`config.mk`:
```
export PLATFORM = sky130hd
export DESIGN_NAME = bs_gnrtr_n_rbtr_rr
export DESIGN_NICKNAME = d
export VERILOG_FILES = /design/src/rtl/bs_gnrtr_n_rbtr_rr.sv
export SDC_FILE = /design/constraint.sdc
export NUM_CORES = 1
export LEC_CHECK = 0
export BUFFER_PORTS_ARGS = -buffer_cell sky130_fd_sc_hd__buf_4
export CAP_MARGIN = 15
export CORE_MARGIN = 2
export CORE_UTILIZATION = 51
export CTS_CLUSTER_DIAMETER = 80
export DETAILED_ROUTE_END_ITERATION = 10
export PLACE_DENSITY = 0.81
export SETUP_SLACK_MARGIN = 0.5
export SLEW_MARGIN = 20
export SYNTH_ARGS = -nofsm -noshare
export SYNTH_HDL_FRONTEND = slang
export SYNTH_SLANG_ARGS = --single-unit
```
`constraint.sdc`:
```
create_clock -name clk -period 5.15 [get_ports clk]
set_input_delay 0.2575 -clock clk [delete_from_list [all_inputs] [get_ports clk]]
set_output_delay 0.2575 -clock clk [all_outputs]
set_load 0.02 [all_outputs]
```
`src/rtl/bs_gnrtr_n_rbtr_rr.sv`:
```
// Shared-bus generator/arbiter: grants one pending driver FIFO (round-robin or fixed
// priority), pops its head packet and pushes it to the addressed receiver(s).
module bs_gnrtr_n_rbtr_rr #(
  parameter int              PCKG_SZ = 16,
  parameter int              DRVS    = 8,
  parameter int              ID_W    = 8,
  parameter logic [ID_W-1:0] BCAST   = 8'hFF,
  parameter int              TIMEOUT = 64,
  parameter int              CNT_W   = 16
) (
  input  logic                    clk,
  input  logic                    reset,
  input  logic                    prio_mode,
  input  logic [DRVS-1:0]         pndng,
  input  logic [DRVS*PCKG_SZ-1:0] D_pop,
  output logic [DRVS-1:0]         pop,
  input  logic [DRVS-1:0]         full,
  output logic [DRVS-1:0]         push,
  output logic [PCKG_SZ-1:0]      D_push,
  output logic                    busy,
  output logic                    err_drop,
  output logic [CNT_W-1:0]        drop_cnt,
  output logic [1:0]              dbg_state
);

  localparam int GW = (DRVS > 1) ? $clog2(DRVS) : 1;
  localparam int TW = $clog2(TIMEOUT + 1);

  typedef enum logic [1:0] {
    ST_IDLE    = 2'd0,
    ST_POP     = 2'd1,
    ST_DELIVER = 2'd2
  } state_e;

  // Handshake: pop[g] is a one-cycle dequeue strobe, the FWFT head of driver g is
  // consumed at the end of that cycle; push is a one-cycle write strobe issued only
  // in a cycle after every targeted receiver was seen with full == 0.
  state_e              state_q, state_d;
  logic [GW-1:0]       ptr_q, ptr_d;
  logic [GW-1:0]       gnt_q, gnt_d;
  logic [DRVS-1:0]     mask_q, mask_d;
  logic [TW-1:0]       tmo_q, tmo_d;
  logic [DRVS-1:0]     pop_q, pop_d;
  logic [DRVS-1:0]     push_q, push_d;
  logic [PCKG_SZ-1:0]  dpush_q, dpush_d;
  logic                busy_q, busy_d;
  logic                err_q, err_d;
  logic [CNT_W-1:0]    cnt_q, cnt_d;

  logic [GW-1:0]       rr_g, fx_g;
  logic                rr_hit;
  logic [PCKG_SZ-1:0]  head;
  logic [ID_W-1:0]     dest;
  logic                dest_bc, dest_ok;
  logic [DRVS-1:0]     dec_mask;
  logic                drop;

  always_comb begin : rr_pick
    int j;
    rr_g   = '0;
    rr_hit = 1'b0;
    j      = 0;
    for (int k = 0; k < DRVS; k++) begin
      j = int'(ptr_q) + k;
      if (j >= DRVS) j = j - DRVS;
      if (!rr_hit && pndng[GW'(j)]) begin
        rr_hit = 1'b1;
        rr_g   = GW'(j);
      end
    end
  end

  always_comb begin : fx_pick
    fx_g = '0;
    for (int k = DRVS - 1; k >= 0; k--) begin
      if (pndng[k]) fx_g = GW'(k);
    end
  end

  assign head     = D_pop[gnt_q*PCKG_SZ +: PCKG_SZ];
  assign dest     = head[PCKG_SZ-1 -: ID_W];
  assign dest_bc  = (dest == BCAST);
  assign dest_ok  = (dest < ID_W'(DRVS));
  assign dec_mask = dest_bc ? ~(DRVS'(1) << gnt_q) : (DRVS'(1) << dest);

  always_comb begin
    state_d = state_q;
    ptr_d   = ptr_q;
    gnt_d   = gnt_q;
    mask_d  = mask_q;
    tmo_d   = tmo_q;
    pop_d   = '0;
    push_d  = '0;
    dpush_d = dpush_q;
    err_d   = 1'b0;
    drop    = 1'b0;
    case (state_q)
      ST_IDLE: begin
        if (|pndng) begin
          gnt_d   = prio_mode ? fx_g : rr_g;
          pop_d   = DRVS'(1) << gnt_d;
          state_d = ST_POP;
          if (!prio_mode) ptr_d = (gnt_d == GW'(DRVS - 1)) ? '0 : gnt_d + GW'(1);
        end
      end
      ST_POP: begin
        dpush_d = head;
        if (dest_bc || dest_ok) begin
          mask_d  = dec_mask;
          tmo_d   = '0;
          state_d = ST_DELIVER;
          if ((dec_mask & full) == '0) push_d = dec_mask;
        end else begin
          drop    = 1'b1;
          state_d = ST_IDLE;
        end
      end
      ST_DELIVER: begin
        // A push visible now closes the transfer; otherwise retry or age out.
        if (|push_q) begin
          state_d = ST_IDLE;
        end else if ((mask_q & full) == '0) begin
          push_d = mask_q;
        end else begin
          tmo_d = tmo_q + TW'(1);
          if (tmo_d >= TW'(TIMEOUT)) begin
            drop    = 1'b1;
            state_d = ST_IDLE;
          end
        end
      end
      default: state_d = ST_IDLE;
    endcase
    err_d  = drop;
    cnt_d  = (drop && cnt_q != '1) ? cnt_q + CNT_W'(1) : cnt_q;
    busy_d = (state_d != ST_IDLE);
  end

  always_ff @(posedge clk) begin
    if (reset) begin
      state_q <= ST_IDLE;
      ptr_q   <= '0;
      gnt_q   <= '0;
      mask_q  <= '0;
      tmo_q   <= '0;
      pop_q   <= '0;
      push_q  <= '0;
      dpush_q <= '0;
      busy_q  <= 1'b0;
      err_q   <= 1'b0;
      cnt_q   <= '0;
    end else begin
      state_q <= state_d;
      ptr_q   <= ptr_d;
      gnt_q   <= gnt_d;
      mask_q  <= mask_d;
      tmo_q   <= tmo_d;
      pop_q   <= pop_d;
      push_q  <= push_d;
      dpush_q <= dpush_d;
      busy_q  <= busy_d;
      err_q   <= err_d;
      cnt_q   <= cnt_d;
    end
  end

  assign pop       = pop_q;
  assign push      = push_q;
  assign D_push    = dpush_q;
  assign busy      = busy_q;
  assign err_drop  = err_q;
  assign drop_cnt  = cnt_q;
  assign dbg_state = state_q;

endmodule

```
==> results of run 1 <==
==> state kept, by name, indices dropped and copies added (netlist names) <==
name	flops
ptr_q	3
busy	1
drop_cnt	16
push	8
dbg_state	2
mask_q	8
gnt_q	3
pop	8
tmo_q	7
D_push	16
err_drop	1
==> path summary, 6_finish.rpt <==
kind / cells after the start / startpoint / endpoint
worst min register to register: 2 / D_push[13] / D_push[13]
worst max-delay path: 14 / ptr_q[1] / ptr_q[0]
worst max register to register: 14 / ptr_q[1] / ptr_q[0]
worst min-delay path: 3 / full[0] / push[0]
==> per-stage QoR <==
stage | util, % | std cells | total power [uW] | hold WS (ns)
6_report | 68.70 | 952 | 2013 | 0.2720
3_3_place_gp | 65.84 | 937 | 1381 | 0.4652
4_1_cts | 68.54 | 952 | 2010 | 0.2603
2_1_floorplan | - | 642 | 1175 | 0.4488
5_1_grt | 68.70 | 952 | 2116 | 0.2812
3_5_place_dp | 65.84 | 937 | 1396 | 0.4651
==> per-layer routing <==
| metal | wire, microns | share of wire, % | track usage, % | vias to the layer above |
|---|---|---|---|---|
| li1 | - | - | - | 2737 |
| met1 | 6931 | 40 | 34.40 | 2814 |
| met2 | 9112 | 53 | 52.32 | 224 |
| met3 | 950 | 5.5 | 5.409 | 21 |
| met4 | 273 | 1.6 | 7.500 | 0 |
| met5 | 0 | 0 | 0 | - |
==> cells by family (layout without fill, tap and decap cells) <==
kind of cell	after synthesis	after routing	synth area share, %
AOI/OAI and AO/OA	139	139	18.67
xor gates and xnor gates	4	4	0.6095
adders and majority gates	13	13	2.829
buffers and inverters	71	241	6.093
DFF	73	73	25.42
muxes	107	107	26.07
and+or+nand+nor	235	235	20.30
==> Yosys cell counts (6+ instances only) <==
library cell,instances
sky130_fd_sc_hd__mux2_1,16
sky130_fd_sc_hd__a32o_1,11
sky130_fd_sc_hd__a31oi_1,7
sky130_fd_sc_hd__and3_1,8
sky130_fd_sc_hd__nor3_1,13
sky130_fd_sc_hd__o21ai_0,13
sky130_fd_sc_hd__and2_1,12
sky130_fd_sc_hd__nor2_1,76
sky130_fd_sc_hd__a22oi_1,8
sky130_fd_sc_hd__a21oi_1,28
sky130_fd_sc_hd__a211oi_1,11
sky130_fd_sc_hd__o31ai_1,8
sky130_fd_sc_hd__nor2b_1,16
sky130_fd_sc_hd__ha_1,13
sky130_fd_sc_hd__nor4_1,8
sky130_fd_sc_hd__mux2_2,12
sky130_fd_sc_hd__clkbuf_1,25
sky130_fd_sc_hd__nand3_1,22
sky130_fd_sc_hd__inv_1,19
sky130_fd_sc_hd__nand2_1,39
sky130_fd_sc_hd__buf_4,8
sky130_fd_sc_hd__o22ai_1,13
sky130_fd_sc_hd__mux4_2,31
sky130_fd_sc_hd__nand2b_1,13
sky130_fd_sc_hd__dfxtp_1,73
sky130_fd_sc_hd__buf_2,7
sky130_fd_sc_hd__mux2i_1,47
sky130_fd_sc_hd__buf_6,6
==> cell type report <==
class	count	share of cell area, %
clock buffers	10	3.181
well taps	140	2.332
repair buffers	205	20.49
flip-flops and latches	73	19.49
clock inverters	5	0.7495
inverters	21	1.049
multi-input cells	498	52.71
==> power groups by stage <==
stage / registers [uW] / clock network [uW] / logic, uW
after global placement: 650 / 0 / 731
final: 639 / 616 / 757
after floorplan: 640 / 0 / 535
after global routing: 646 / 650 / 819
after detailed placement: 652 / 0 / 744
after CTS: 640 / 623 / 747
==> cells in the final DEF, fill, tap and decap left out, drive strengths merged, types with 10 or more instances in the layout <==
| cell | netlist | final |
|---|---|---|
| mux2 | 29 | 29 |
| nand2 | 40 | 40 |
| clkbuf | 25 | 10 |
| and2 | 12 | 12 |
| nor3 | 15 | 15 |
| dfxtp | 73 | 73 |
| nor2 | 76 | 76 |
| nand2b | 14 | 14 |
| a32o | 11 | 11 |
| nand3 | 22 | 22 |
| buf | 25 | 205 |
| ha | 13 | 13 |
| a21oi | 28 | 28 |
| mux4 | 31 | 31 |
| inv | 20 | 20 |
| a211oi | 13 | 13 |
| nor2b | 16 | 16 |
| o21ai | 15 | 15 |
| o22ai | 14 | 14 |
| mux2i | 47 | 47 |
==> worst max-delay path, cell delays in order, from the launching register on <==
cell and delay, ns:
sky130_fd_sc_hd__dfxtp_1 0.34, sky130_fd_sc_hd__clkinv_1 0.22, sky130_fd_sc_hd__ha_2 0.56, sky130_fd_sc_hd__mux4_2 0.61, sky130_fd_sc_hd__mux2_2 0.34, sky130_fd_sc_hd__a21oi_1 0.14
sky130_fd_sc_hd__a211oi_1 0.10, sky130_fd_sc_hd__o31ai_1 0.09, sky130_fd_sc_hd__nand2_1 0.09, sky130_fd_sc_hd__a21oi_1 0.30, sky130_fd_sc_hd__inv_1 0.13, sky130_fd_sc_hd__ha_1 0.23
sky130_fd_sc_hd__ha_1 0.22, sky130_fd_sc_hd__or4_1 0.50, sky130_fd_sc_hd__a21oi_1 0.15
==> results.txt, run 1 <==
The area of all placed cells without fillers is 7512 sq um. The post-detailed-route via-to-cell ratio is 6.088. TritonCTS built the clock tree.

The shortest period the worst path allows is 4.090 ns. Measured against its own limit, the worst slew margin works out to 34.28%. Summing all placed instances gives a cell area of 7199 sq um.

STA classifies the critical path startpoint as a flop. For the pin with the worst max-slew slack, the measured transition is 0.9859 ns. Entering global routing, the biggest net connects 67 pins. Full die area: 12140 sq um. Wires add up to 17270 microns. For the placeable core region, the log shows 10940 sq um. A synthesized cell averages 8.955 sq um.

For the area occupied by multi-input gates, the log shows 3960 sq um. The run gives 37.6% as the combinational group share of total power. The worst clock skew on the final layout is 0.007724 ns. Measured along the x axis, the die boundary spans 110.2 microns. Summed over all cells, the static leakage comes to 0.003083 uW. The vertical extent of the die works out to 110.2 microns. The pre-CTS setup slack came out at 0.9129 ns.

The maximum root-to-sink buffer count is 2. Data arrives at the worst endpoint at 4.34 ns. The tools report the internal power of the cells as 1342 uW. The flow ran to the end, and the final reports show no timing, DRC or antenna violations. The number of hold buffers added after CTS was 0. For this run, the leading register cell type out of synthesis is sky130_fd_sc_hd__dfxtp_1. The routed layout has 5796 vias. Setup violations remaining at the end of the flow were counted as 0. The number of different library cells used by synthesis comes to 76. The wire length of the first global-routing pass was 27230 microns. For this run the aggregate overflow at the end of global routing stands at 0.

Setup repair after global routing left no endpoint under its margin. Along the worst path, the maximum fanout reaches 9. The post-CTS clock slew at the launch and capture registers of the worst setup and hold paths was 0.06 ns; the switching share of power was 33.31%. The worst hold path belongs to the class input pin to flop.

The sequential share of power is 31.8%, and the post-layout net count is 968. The count of buffers added on input and output ports is 198. The fraction of the cycle the final worst path needs was 79.41%. For the clock power share, the log shows 30.6%. For the weighted congestion at the end of routability-driven global placement, the log shows 0.8745. The per-cell routed wire length is 18.14 microns. The total of cells resized after clock tree synthesis was 0; the worst path required time was 5.40 ns.

The synthesized design spends more area on one cell type than any other, namely sky130_fd_sc_hd__dfxtp_1. The count of nets left with antenna violations once routing finished came out at 0. The logs give 0.33 ns for the clock latency of the later-clocked register in the worst-skew pair and 0 for the number of max-cap violations. The tools report the aggregate negative setup slack as 0 ns. In the final layout, flip-flops and latches occupy 1464 sq um. From synthesis to final layout, the design area changed by 30.66%. Of all flip-flops after synthesis, the portion carrying an async set or reset was 0%. The register-to-register setup slack is 1.06 ns. For the number of H-tree levels, the log shows 3. In the final layout, the share of cells above drive strength 1 is 35.96%.

The number of antenna violations at the first check in global routing came out at 0. Across the VDD grid, the largest voltage drop is 0.0002792 V. The number of inserted diodes is 0, and the net count after synthesis is 802. The top cell type by area accounts for 25.42% of the synthesized area.

Summed over all nets, the switching power comes to 670.3 uW. The power density normalized to cell area was 267.9 nW/um^2. After technology mapping, the gate count stands at 642. The area of the mapped netlist came out at 5749 sq um. The tree built by TritonCTS fans out to 73 sinks.

After the first detailed-routing iteration, the DRC count stood at 434. The run gives 28.65% as the global-route total usage across every layer. Across all setup checks in the final design, the least slack found is 1.060 ns. Final number of max-transition violations: 0. Yosys attributes the largest share of cell area to sky130_fd_sc_hd__dfxtp_1 25%, sky130_fd_sc_hd__mux4_2 12%, sky130_fd_sc_hd__mux2i_1 8.2%, sky130_fd_sc_hd__nor2_1 5.0%, sky130_fd_sc_hd__mux2_1 3.1%.

Clock tree root driver cell: sky130_fd_sc_hd__clkbuf_16. After legalization and detailed placement, the total HPWL measured 13430 microns. The run gives 9 as the TritonCTS buffer count. Sequential cells were found to cover 25.42% of the synthesized design area.

The first TritonRoute pass finished after 5 iterations. The logs give 0 for the final routed DRC violation total and 199 for the number of I/O pins. The run gives 0 as the buffers inserted during post-CTS setup optimization. STA classifies the critical path endpoint as a flop. Fill cells in the final layout number 861. Yosys printed 0 warnings. For this run, the top clock speed supported by timing is 244.5 MHz. The number of endpoints with negative hold slack in the final report was 0. The via count of the first global-routing pass was 5667. The register bit total from synthesis was 73. The number of enable flip-flop cells after synthesis is 0, and the floorplan row count is 38.

Once the floorplan was initialized, standard cells occupied 52.57% of the core. The critical setup path kind is flop to flop.
Power figures use the tool's default switching activity.
==> run 2, diff against run 1 <==
--- a/config.mk
+++ b/config.mk
@@ -5,13 +5,14 @@
 export SDC_FILE = /design/constraint.sdc
 export NUM_CORES = 1
 export LEC_CHECK = 0
+export ABC_AREA = 1
 export BUFFER_PORTS_ARGS = -buffer_cell sky130_fd_sc_hd__buf_4
 export CAP_MARGIN = 15
 export CORE_MARGIN = 2
-export CORE_UTILIZATION = 51
+export CORE_UTILIZATION = 46
 export CTS_CLUSTER_DIAMETER = 80
 export DETAILED_ROUTE_END_ITERATION = 10
-export PLACE_DENSITY = 0.81
+export PLACE_DENSITY = 0.78
 export SETUP_SLACK_MARGIN = 0.5
 export SLEW_MARGIN = 20
 export SYNTH_ARGS = -nofsm -noshare
==> constraint.sdc (replaced) <==
create_clock -name clk -period 3.29 [get_ports clk]
set_input_delay 0.1645 -clock clk [delete_from_list [all_inputs] [get_ports clk]]
set_output_delay 0.1645 -clock clk [all_outputs]
set_load 0.02 [all_outputs]
==> results.txt, run 2 <==
The flow ran to the end, and the final reports show no timing, DRC or antenna violations. Synthesis instantiated 42 different standard cells from the library. In this run the critical register-to-register path is launched from ptr_q[0]. Sum of internal, switching and leakage power: 3675 uW. The endpoint identified for the worst register-to-register timing path is ptr_q[0]. The worst path in the final design needs a cycle of 2.855 ns, including I/O delays and setup. In the post-synthesis netlist, the biggest area contributors are sky130_fd_sc_hd__dfxtp_1 27%, sky130_fd_sc_hd__nand2_1 21%, sky130_fd_sc_hd__nand3_1 8.8%, sky130_fd_sc_hd__a21oi_1 5.6%, sky130_fd_sc_hd__nor2_1 5.1%. The run gives 7 as the first-pass detailed-route iteration total.

For the worst flop-to-flop path, the logic depth is 17. The leading register cell type out of synthesis is sky130_fd_sc_hd__dfxtp_1. The worst min-delay path startpoint is reset. At the pin with the least slew margin, the transition time is 0.7677 ns.

Number of enable flip-flop cells after synthesis: 0. The logs give 6932 sq um for the standard cell area after detailed placement and 0.43 ns for the register-to-register setup slack. The total of fill cells in the finished design came out at 1016. STA classifies the critical path endpoint as a flop. The worst hold path terminates at mask_q[7]. Dividing the detail-routed via count by the number of cells gives 5.437.

Dividing total power by cell area gives a power density of 478.2 nW/um^2. In this run, the number of DRC markers left after iteration 0 of detailed routing was 594. For the clock latency of the later-clocked register in the worst-skew pair, the log shows 0.33 ns. Instance count on the critical path: 17. The top achievable clock speed is 350.2 MHz, and the number of inserted diodes is 0. The run gives 32 as the maximum number of pins on one net before global-route repair. Clock power share: 26.5%. Dividing the detail-routed wire length by the instance count gives 14.67 microns. The worst path arrival time was 3.12 ns. The first global-routing pass estimated 27990 microns of wire. STA classifies the critical path startpoint as a flop.

The most frequent cell after synthesis was sky130_fd_sc_hd__nand2_1. The run gives 0.007429 ns as the worst clock skew on the final layout. Cells with a size suffix above 1 make up 28.86% of the layout. During synthesis, Yosys emitted a total of 0 warnings.

In the synthesized netlist, the cells that appear most often are 297 x sky130_fd_sc_hd__nand2_1, 94 x sky130_fd_sc_hd__nand3_1, 73 x sky130_fd_sc_hd__dfxtp_1, 73 x sky130_fd_sc_hd__nor2_1, 64 x sky130_fd_sc_hd__inv_1. In this run, synthesis produced a sequential element count of 73. In this design, the stage delay of the slowest critical-path cell is 0.42 ns.

The run gives 0 as the number of antenna violations at the first check in global routing. The largest individual stage delay along the critical path comes from the cell sky130_fd_sc_hd__dfxtp_4. The synthesized area per cell was 6.085 sq um; the worst voltage drop across the vdd grid was 0.0003024 V. For this run, the post-layout net count is 1243. CTS placed an instance of sky130_fd_sc_hd__clkbuf_16 at the clock tree root. The number of failing setup endpoints in the final timing report is 0. The total of buffers placed on input and output ports is 198. Of all cell types, the one taking the most synthesized area is sky130_fd_sc_hd__dfxtp_1. The tools report the maximum root-to-sink buffer count as 2. The most repeated library cell on the critical path was sky130_fd_sc_hd__nor2_2. TritonCTS buffer count: 9. Net switching is 39.92% of the power. The synthesized instance count is 878, and the number of max-cap violations is 0. The weighted congestion at the end of routability-driven global placement came out at 1.026. The logs give 6037 for the via count of the first global-routing pass and 7685 sq um for the area of all placed cells without fillers.

The net count after synthesis came out at 1038. The top cell types in the final layout, fill and taps aside, are 287 x sky130_fd_sc_hd__nand2_1, 226 x sky130_fd_sc_hd__buf_4, 83 x sky130_fd_sc_hd__nand3_1. The final routed DRC violation total came out at 0. The cell area that synthesis handed to floorplanning was 5343 sq um. After floorplanning, the core was sized to cover 11370 sq um. Summed over all nets, the switching power comes to 1467 uW. The critical setup path kind is flop to flop.

The worst hold path was traced through 2 stages. The count of nets left with antenna violations once routing finished came out at 0. Walking the worst path, the cells encountered are inv_8 > ha_4 > nand3_1 > nand2_2 > nor2_1 > nor2_2 > nand4_1 > nor2_2 > nand3_2 > o21ai_0 > inv_1 > nand2_1 > nand2_2 > ha_4 > nor2_2 > nand2_1 > a21oi_1. The internal power of the cells totals 2208 uW. The sequential share of power was 27.2%; the number of H-tree levels was 3.

The run gives 27.35% as the sequential share of the synthesized area. The floorplan die width was 111.8 microns. The worst pin sits at a relative slew slack of 48.82%. The number of endpoints with negative hold slack in the final report was 0; the number of sinks on the clock net was 73. Summed over all layers, the global routing overflow is 0.

STA puts the critical path data required time at 3.55 ns. In this run the worst hold path is classified as input pin to flop. The vertical extent of the die came out at 111.8 microns. The library cell used most frequently in the layout, excluding fill and tap cells, is sky130_fd_sc_hd__nand2_1. In this run the worst path has a maximum fanout of 10. Summed over all cells, the static leakage comes to 0.003679 uW.

TritonCTS built the clock tree. The number of I/O pins is 199, and the portion of synthesized cell area occupied by the leading cell type is 27.35%. Relative to the synthesized area, the layout overhead comes to 43.84%. The vias after detailed routing was 6693; the count of buffer and inverter cells on the critical path was 2. Final number of max-transition violations: 0.

The kind of cell with the highest combined delay along the critical path is simple AND/OR/NAND/NOR gates. The tools report the placed wire-length estimate after detailed placement as 12880 microns. Once the floorplan was initialized, standard cells occupied 46.99% of the core.

The die covers 12490 sq um. Clock-pin slew was measured on the worst setup and hold paths at 0.06 ns. Combinational group share of total power: 46.2%. The initialized floorplan defines 39 standard-cell rows. Setup repair after global routing could not meet its margin everywhere.

In the global route stage, overall resource usage came out at 26.61%. Counting flops with an async set or reset pin after synthesis yields a share of 0%. The aggregate negative setup slack was 0 ns; the detailed-route wire length was 18050 microns. In the finished design, the share of the clock period the worst path needs comes to 86.79%.
run 2: cell count changes after synthesis, sizes merged, moves of 31 or more:
cell,delta
mux4,-31
a21oi,+32
inv,+48
mux2i,-47
nand2,+261
nand3,+74
run 2: timing repair:
action                     4_1_cts  5_1_grt
pin swaps                        5       21
cloned                           0        2
hold buffers                     0        0
resized for setup               13       50
hold endpoints to repair         0        0
buffers inserted                 6       14
setup endpoints to repair       11       31
run 2: power by group through the flow:
stage / Clock (uW) / Combinational (uW) / Sequential [uW]
global route: 1020 / 1880 / 1010
CTS: 987 / 1480 / 991
detailed placement: 0 / 1430 / 1010
global placement: 0 / 1420 / 1010
finish: 975 / 1700 / 1000
floorplan: 0 / 944 / 1060
run 2: layout make-up:
class | count | area, sq um | share of cell area, %
clock inverter | 5 | 55.05 | 0.7164
clock buffer | 11 | 242.7 | 3.159
inverter | 68 | 272.8 | 3.549
timing repair buffer | 231 | 1774 | 23.09
multi-input combinational | 700 | 3694 | 48.06
tap | 143 | 178.9 | 2.328
sequential | 73 | 1468 | 19.10
run 2: logic make-up after synthesis:
group | Yosys count | synth area share [%]
AOI/OAI and AO/OA | 139 | 15.39
and+or+nand+nor | 530 | 43.09
xor gates and xnor gates | 17 | 2.927
buffers and inverters | 106 | 8.197
DFF | 73 | 27.35
adders and majority gates | 13 | 3.045
run 2: how the worst max path moves through the flow:
stage	from	endpoint	slack, ns
2_1_floorplan	ptr_q[1]	ptr_q[2]	0.50
3_3_place_gp	ptr_q[0]	ptr_q[2]	0.24
3_5_place_dp	ptr_q[0]	ptr_q[2]	0.19
4_1_cts	ptr_q[1]	ptr_q[2]	0.51
5_1_grt	ptr_q[0]	ptr_q[1]	0.27
6_report	ptr_q[0]	ptr_q[0]	0.43
run 2: stage by stage:
step,cells,utilization (%),hold WS [ns],setup slack [ns]
floorplan,878,-,0.4054,0.5042
global placement,1193,60.97,0.4527,0.2382
detailed placement,1193,60.97,0.4619,0.1907
CTS,1215,64.39,0.2014,0.5107
global route,1231,67.59,0.2204,0.2671
finish,1231,67.59,0.2077,0.4346
run 2: metal layers:
layer | GRT usage [%] | part of all wire [%]
met1 | 33.71 | 41
met2 | 46.02 | 50
met3 | 4.573 | 6.9
met4 | 8.560 | 2.6
met5 | 0 | 0
